### src/rtl/wb_arbiter.sv
// Write-back arbiter: merges ALU and memory-load result streams into the
// single register file write port. Each source has its own FIFO; memory has
// fixed priority, and a starvation counter forces an ALU grant after STARVE
// consecutive losses.
module wb_arbiter #(
    parameter int DEPTH  = 4,
    parameter int LW     = 3,
    parameter int STARVE = 3
) (
    input  logic          clk,
    input  logic          rst,
    input  logic          alu_vld,
    output logic          alu_rdy,
    input  logic [4:0]    alu_wta,
    input  logic [31:0]   alu_wtd,
    input  logic          mem_vld,
    output logic          mem_rdy,
    input  logic [4:0]    mem_wta,
    input  logic [31:0]   mem_wtd,
    output logic [31:0]   wtd,
    output logic [4:0]    wta,
    output logic          cnt,
    output logic [LW-1:0] alu_lvl,
    output logic [LW-1:0] mem_lvl,
    output logic          busy
);

    localparam int AW = $clog2(DEPTH);
    localparam int SW = $clog2(STARVE + 1);
    localparam int EW = 37;

    // FIFO storage holds {wta, wtd}; contents are don't-care until written
    logic [EW-1:0] alu_mem_q [DEPTH];
    logic [EW-1:0] mem_mem_q [DEPTH];

    logic [AW-1:0] alu_wr_q, alu_wr_d, alu_rd_q, alu_rd_d;
    logic [AW-1:0] mem_wr_q, mem_wr_d, mem_rd_q, mem_rd_d;
    logic [LW-1:0] alu_lvl_q, alu_lvl_d, mem_lvl_q, mem_lvl_d;
    logic [SW-1:0] starve_q, starve_d;
    logic [4:0]    wta_q, wta_d;
    logic [31:0]   wtd_q, wtd_d;
    logic          cnt_q, cnt_d;

    logic          alu_push, mem_push, alu_pop, mem_pop;
    logic          alu_ne, mem_ne;
    logic [EW-1:0] pop_ent;

    // Ready is decoded from the current level only, so a full queue never
    // accepts even when it is popped in the same cycle.
    assign alu_rdy = !rst && (alu_lvl_q != LW'(DEPTH));
    assign mem_rdy = !rst && (mem_lvl_q != LW'(DEPTH));

    // Arbitration, starvation tracking, pointer/level and output next-state
    always_comb begin
        alu_push = alu_vld && alu_rdy;
        mem_push = mem_vld && mem_rdy;
        alu_ne   = (alu_lvl_q != '0);
        mem_ne   = (mem_lvl_q != '0);

        // Memory wins unless the ALU has already lost STARVE times in a row
        mem_pop  = mem_ne && (starve_q < SW'(STARVE));
        alu_pop  = alu_ne && !mem_pop;

        // Counts only losses of a waiting ALU; any other outcome clears it.
        // mem_pop implies starve_q < STARVE, so the increment cannot overflow.
        starve_d = '0;
        if (alu_ne && mem_pop) begin
            starve_d = starve_q + SW'(1);
        end

        alu_wr_d  = alu_wr_q + AW'(alu_push);
        alu_rd_d  = alu_rd_q + AW'(alu_pop);
        mem_wr_d  = mem_wr_q + AW'(mem_push);
        mem_rd_d  = mem_rd_q + AW'(mem_pop);
        alu_lvl_d = alu_lvl_q + LW'(alu_push) - LW'(alu_pop);
        mem_lvl_d = mem_lvl_q + LW'(mem_push) - LW'(mem_pop);

        pop_ent = mem_pop ? mem_mem_q[mem_rd_q] : alu_mem_q[alu_rd_q];

        // Address/data hold between writes; r0 writes are consumed but not enabled
        wta_d = wta_q;
        wtd_d = wtd_q;
        cnt_d = 1'b0;
        if (mem_pop || alu_pop) begin
            wta_d = pop_ent[36:32];
            wtd_d = pop_ent[31:0];
            cnt_d = (pop_ent[36:32] != 5'd0);
        end
    end

    // Control and output registers; reset discards queued entries and drops cnt
    always_ff @(posedge clk or posedge rst) begin
        if (rst) begin
            alu_wr_q  <= '0;
            alu_rd_q  <= '0;
            mem_wr_q  <= '0;
            mem_rd_q  <= '0;
            alu_lvl_q <= '0;
            mem_lvl_q <= '0;
            starve_q  <= '0;
            wta_q     <= '0;
            wtd_q     <= '0;
            cnt_q     <= 1'b0;
        end else begin
            alu_wr_q  <= alu_wr_d;
            alu_rd_q  <= alu_rd_d;
            mem_wr_q  <= mem_wr_d;
            mem_rd_q  <= mem_rd_d;
            alu_lvl_q <= alu_lvl_d;
            mem_lvl_q <= mem_lvl_d;
            starve_q  <= starve_d;
            wta_q     <= wta_d;
            wtd_q     <= wtd_d;
            cnt_q     <= cnt_d;
        end
    end

    // FIFO storage writes at the tail on an accepted push
    always_ff @(posedge clk) begin
        if (alu_push) begin
            alu_mem_q[alu_wr_q] <= {alu_wta, alu_wtd};
        end
        if (mem_push) begin
            mem_mem_q[mem_wr_q] <= {mem_wta, mem_wtd};
        end
    end

    assign wta     = wta_q;
    assign wtd     = wtd_q;
    assign cnt     = cnt_q;
    assign alu_lvl = alu_lvl_q;
    assign mem_lvl = mem_lvl_q;
    assign busy    = (alu_lvl_q != '0) || (mem_lvl_q != '0) || cnt_q;

endmodule

### config.mk
export PLATFORM = sky130hd
export DESIGN_NAME = wb_arbiter
export DESIGN_NICKNAME = d
export VERILOG_FILES = /design/src/rtl/wb_arbiter.sv
export SDC_FILE = /design/constraint.sdc
export NUM_CORES = 1
export LEC_CHECK = 0
export ABC_AREA = 0
export BUFFER_PORTS_ARGS = -buffer_cell sky130_fd_sc_hd__buf_2
export CAP_MARGIN = 0
export CORE_MARGIN = 3
export CORE_UTILIZATION = 35
export CTS_BUF_LIST = sky130_fd_sc_hd__clkbuf_16
export DETAILED_ROUTE_END_ITERATION = 10
export PLACE_DENSITY = 0.53
export SETUP_SLACK_MARGIN = 0.4
export SYNTH_ARGS = -nofsm -noshare
export SYNTH_HDL_FRONTEND = slang
export SYNTH_SLANG_ARGS = --single-unit
### constraint.sdc
create_clock -name clk -period 10.1 [get_ports clk]
set_clock_uncertainty 0.15 [all_clocks]
set_input_delay 0.505 -clock clk [delete_from_list [all_inputs] [get_ports clk]]
set_output_delay 0.505 -clock clk [all_outputs]
set_load 0.1 [all_outputs]
### Yosys cells after proc, flatten, opt, wreduce, memory -nomap -nowiden

Memory sizes are Yosys's and may differ from the RTL's.
Index checks and enable logic that the tools add are counted.

* output and inout bits: 47
* memory bits (writable): 296
* ROM bits: 0
* memories kept: 2
* input port bits: 78
* register bits: 54
* logic and storage cells: 46
* latch bits: 0

* bitwise logic cells: 0
* multipliers: 0
* shift-type cells: 0
* multiplexer cells: 7
* equality and inequality tests: 2
* div/mod/pow operators: 0
* order comparisons: 1
* add/sub/neg operators: 9
* reduce and logical (&&, ||, !) cells: 15

Memories
* alu_mem_q: depth 4, width 37, read ports 1, clocked after Yosys merged registers in 0, wr ports 1, line 33 `logic [EW-1:0] alu_mem_q [DEPTH];`
* mem_mem_q: depth 4, width 37, read ports 1, clocked after Yosys merged registers in 0, wr ports 1, line 34 `logic [EW-1:0] mem_mem_q [DEPTH];`

Operators by type and width (number)
* $mux 37: 1
* $add 2x1->2: 4
* $logic_and 1x1->1: 7
* $add 3x1->3: 2
* $ne 3x3->1 const B: 2
* $reduce_bool 3->1: 2
* $sub 3x1->3: 2
* $mux 1: 5
* $reduce_bool 5->1: 1
* $logic_or 1x1->1: 3
* $add 2x1->2 const B: 1
* $logic_not 1->1: 2
* $lt 2x2->1 const B: 1
* $mux 2: 1

### Depth between registers and ports, before layout

* depth in word-level cells: 6
* depth in mapped cells: 10
* gate-level depth less buffers: 9

### Least setup slack after synthesis

Ideal clock, no wire load.

* path kind: register to register
* from: register mem_lvl_q[1], in the netlist mem_lvl[1]
* to: memory mem_mem_q[1][0], enable pin
* data required time: 9465 ps
* path buffers: 0
* slack: 3593 ps
* arrival time: 5872 ps
* setup time: 485 ps
* clock period less this slack: 6507 ps
* stages on the path, launching flop included: 5
* cell sequence: dfrtp_1 -> nor2_1 -> a21oi_1 -> nand2_1 -> nor3b_1

* cells in the longest elaborated chain, start to end: 5

Ends and longest elaborated chain
* start: declaration: line 38 `logic [LW-1:0] alu_lvl_q, alu_lvl_d, mem_lvl_q, mem_lvl_d;`
* start signal: assignment: line 110 `mem_lvl_q <= mem_lvl_d;`
* $ne 3x3->1: line 51 `assign mem_rdy = !rst && (mem_lvl_q != LW'(DEPTH));`
* $logic_and 1x1->1: line 51
* named net mem_rdy: line 17 `output logic mem_rdy,`
* $logic_and 1x1->1: line 56 `mem_push = mem_vld && mem_rdy;`
* $mux 1: line 123 `if (mem_push) begin`
* $mux 1 (not written as such): line 124 `mem_mem_q[mem_wr_q] <= {mem_wta, mem_wtd};`
* end: declaration: line 34

The timed path passes the listed nets, and every way through them passes these cells.

### Worst setup path in the final report

* from: register mem_lvl_q[2], in the netlist mem_lvl[2]
* to: register mem_lvl_q[2], in the netlist mem_lvl[2]

* cells in the longest elaborated chain, start to end: 5
* elaborated cells on any way between the ends: 7
* those cells by class: add/sub: 2; eq/ne: 1; reduce/logical: 4

Ends and longest elaborated chain
* $ne 3x3->1: line 51
* $logic_and 1x1->1: line 51
* $logic_and 1x1->1: line 56
* $add 3x1->3: line 76 `mem_lvl_d = mem_lvl_q + LW'(mem_push) - LW'(mem_pop);`
* $sub 3x1->3 *: line 76
* named net mem_lvl_d[2]: line 38

The timed path passes the listed nets; every way through them passes the cells marked *.
A chain may end at the register's enable or synchronous reset.

==> metrics <==
critical path endpoint category flip-flop; commonest non-fill, non-tap cell in the layout edfxtp_1; max-cap violation count 0; Synth Area in XOR/XNOR 0.6665%; met3 WL 1550 um; Inst Count DP 1225; TritonCTS buffer count 37; IO Pins 125; status complete, no violations; number of DRC markers in iteration 0 341; Resize count post-CTS 0; FF+latch count, synth 350; Tot GR Track Use 14.34%; register area share after synthesis 77.92%; Pleak 5.475 nW; Critical Path RT 10340 ps; fin worst setup slack 6852 ps; DP HPWL 16690 um; Final ANT Viol Nets 0; Mapped Area 13140 um^2; # Post-CTS Setup Buffers 0; Slew Limit Headroom 30.41%; first-pass GRT wire length 42770 um; top cell type's share of synthesized area 67.64%; pin count of the biggest net entering global routing 75; DRC viols 0; Overflow after GRT 0; WS Path Type reg2reg; post-synthesis compound-gate area fraction 2.066%; Die Span X 199.8 um; initial antenna violation count 9; Crit path arrival time 3490 ps; Top Layer Used met5; clk_lat worst skew 510 ps; Min Clock Period, post-route 3248 ps; mux share of post-synthesis cell area 13.28%; Synth Area in Simple Gates 3.847%; P per Cell Area 331.8 nW/um^2; Min-Delay Path Class in2reg; routability cong. 0.6733; Initial Util 35.72%; Peak VDD IR 0.1656 mV; layout filler cell count 3286; Startpoint Class flip-flop; Post-Syn Instances 650; number of synthesis warnings 0; DR vias 6418; Syn Nets 737; CTS Sinks 350; root buffer cell clkbuf_16; cts hold-fix bufs 0; final count of pins violating max slew 0; die height 199.8 um; Final nets 883; Avg Synthesized Cell Area 20.22 um^2; wire per inst 21.54 um; post-synth cell types 30; cell taking the most area after synthesis edfxtp_1; maximum clock path buffer count 3; final setup vio count 0; DRT Wirelength 27860 um; final hold violations 0; vias in the first global route 7018; Met2 Wirelength 13710 um; top post-synthesis cells by area edfxtp_1, mux4_2, dfrtp_1; RSZ-0062 raised after global routing false; largest family of logic cells by synthesized area multiplexers; htree depth 2; most frequent cells in the layout edfxtp_1, buf_2, mux4_2; P&R area growth vs syn 18.50%; Post-Layout Cell Count 1293; Worst Max-Slew Pin Slew 1044 ps; Row Count 70; Final Core Density 42.33%; fin crit share 32.16%; Setup WS pre-CTS 6804 ps; setup TNS 0 ps; CP max FO 74; Core Box Area 36790 um^2; Initial DRT Pass Iterations 4; Met1 Routed Length 12010 um; Port Buffer Count 124; Adder-Cell Fraction of Synth Area 0.9712%; Via density 4.964; Clock Pin Slew Worst Setup and Hold Paths 60 ps; share of post-route cells with drive strength above 1 34.83%; die area 39910 um^2; TritonCTS clock tree done; fmax 307.9 MHz
-- report_power, final --
group | switching [mW] | internal, mW | total (mW)
clock network | 0.522 | 0.798 | 1.32
logic | 1.23 | 0.556 | 1.79
registers | 0.225 | 1.83 | 2.06
-- metal layers --
layer	vias to the layer above	track usage, %
met5	-	0
met4	16	3.412
met3	52	3.827
met2	130	23.91
met1	3337	19.04
li1	2883	-
-- Yosys cell counts (all sizes together) --
| cell type | count |
|---|---|
| nor2 | 34 |
| dfrtp | 54 |
| or3 | 1 |
| edfxtp | 296 |
| nand3 | 2 |
| or2 | 1 |
| a31oi | 32 |
| buf | 13 |
| nor3 | 5 |
| inv | 8 |
| nand2 | 68 |
| mux2 | 7 |
| a21oi | 2 |
| o21a | 3 |
| ha | 7 |
| fa | 2 |
| and3 | 3 |
| nor3b | 5 |
| clkbuf | 18 |
| a21o | 1 |
| a211o | 1 |
| nand3b | 1 |
| o41a | 1 |
| a2111o | 1 |
| xnor2 | 5 |
| mux4 | 74 |
| xor2 | 5 |
-- final timing paths --
check / start / endpoint / slack, ps / depth (start not counted)
max: mem_lvl[2] / mem_lvl[2] / 6850 / 9
min: alu_wtd[7] / alu_mem_q[2][7] / 60 / 1
max reg2reg: mem_lvl[2] / mem_lvl[2] / 6850 / 9
min reg2reg: starve_q[0] / starve_q[0] / 310 / 1
max in group asynchronous: rst / mem_rd_q[0] / 9110 / 3
min in group asynchronous: rst / alu_lvl[2] / 110 / 3
-- stage by stage --
stage,hold WS [ps],instance area (um^2),total power [mW]
3_5_place_dp,293.3,14370,3.921
3_3_place_gp,279.2,14370,3.898
6_report,61.46,15570,5.166
5_1_grt,38.95,15570,5.444
4_1_cts,30.45,15570,5.257
2_1_floorplan,269.2,13140,3.484
-- kinds of logic after synthesis --
kind of cell | Yosys count
flops | 350
xor+xnor | 10
compound gates | 41
buf+inv | 39
mux | 81
fa+ha+maj | 9
simple gates | 120
-- sequential cells by signal, indices dropped and copies added, names as in the netlist --
register,flops
alu_wr_q,2
wta,5
wtd,32
mem_mem_q,148
cnt,1
starve_q,2
alu_lvl,3
mem_lvl,3
alu_rd_q,2
mem_wr_q,2
alu_mem_q,148
mem_rd_q,2
-- cell type report --
| class | instances | area (um^2) | area share (%) |
|---|---|---|---|
| sequential | 350 | 10250 | 65.82 |
| multi-input combinational | 261 | 2779 | 17.85 |
| clock buffer | 39 | 975.9 | 6.267 |
| timing repair buffer | 138 | 725.7 | 4.660 |
| tap | 468 | 585.6 | 3.760 |
| clock inverter | 28 | 224.0 | 1.438 |
| inverter | 8 | 30.03 | 0.1928 |
| antenna | 1 | 2.502 | 0.01607 |
-- worst max-delay path: stages (launching register included) --
cell and delay (ps):
dfrtp_1 440, nor3_4 300, or2_4 740, inv_1 250
ha_1 340, inv_1 40, ha_1 180, fa_1 390
xor2_1 170, xnor2_1 130
(Power assumes the default switching activity.)
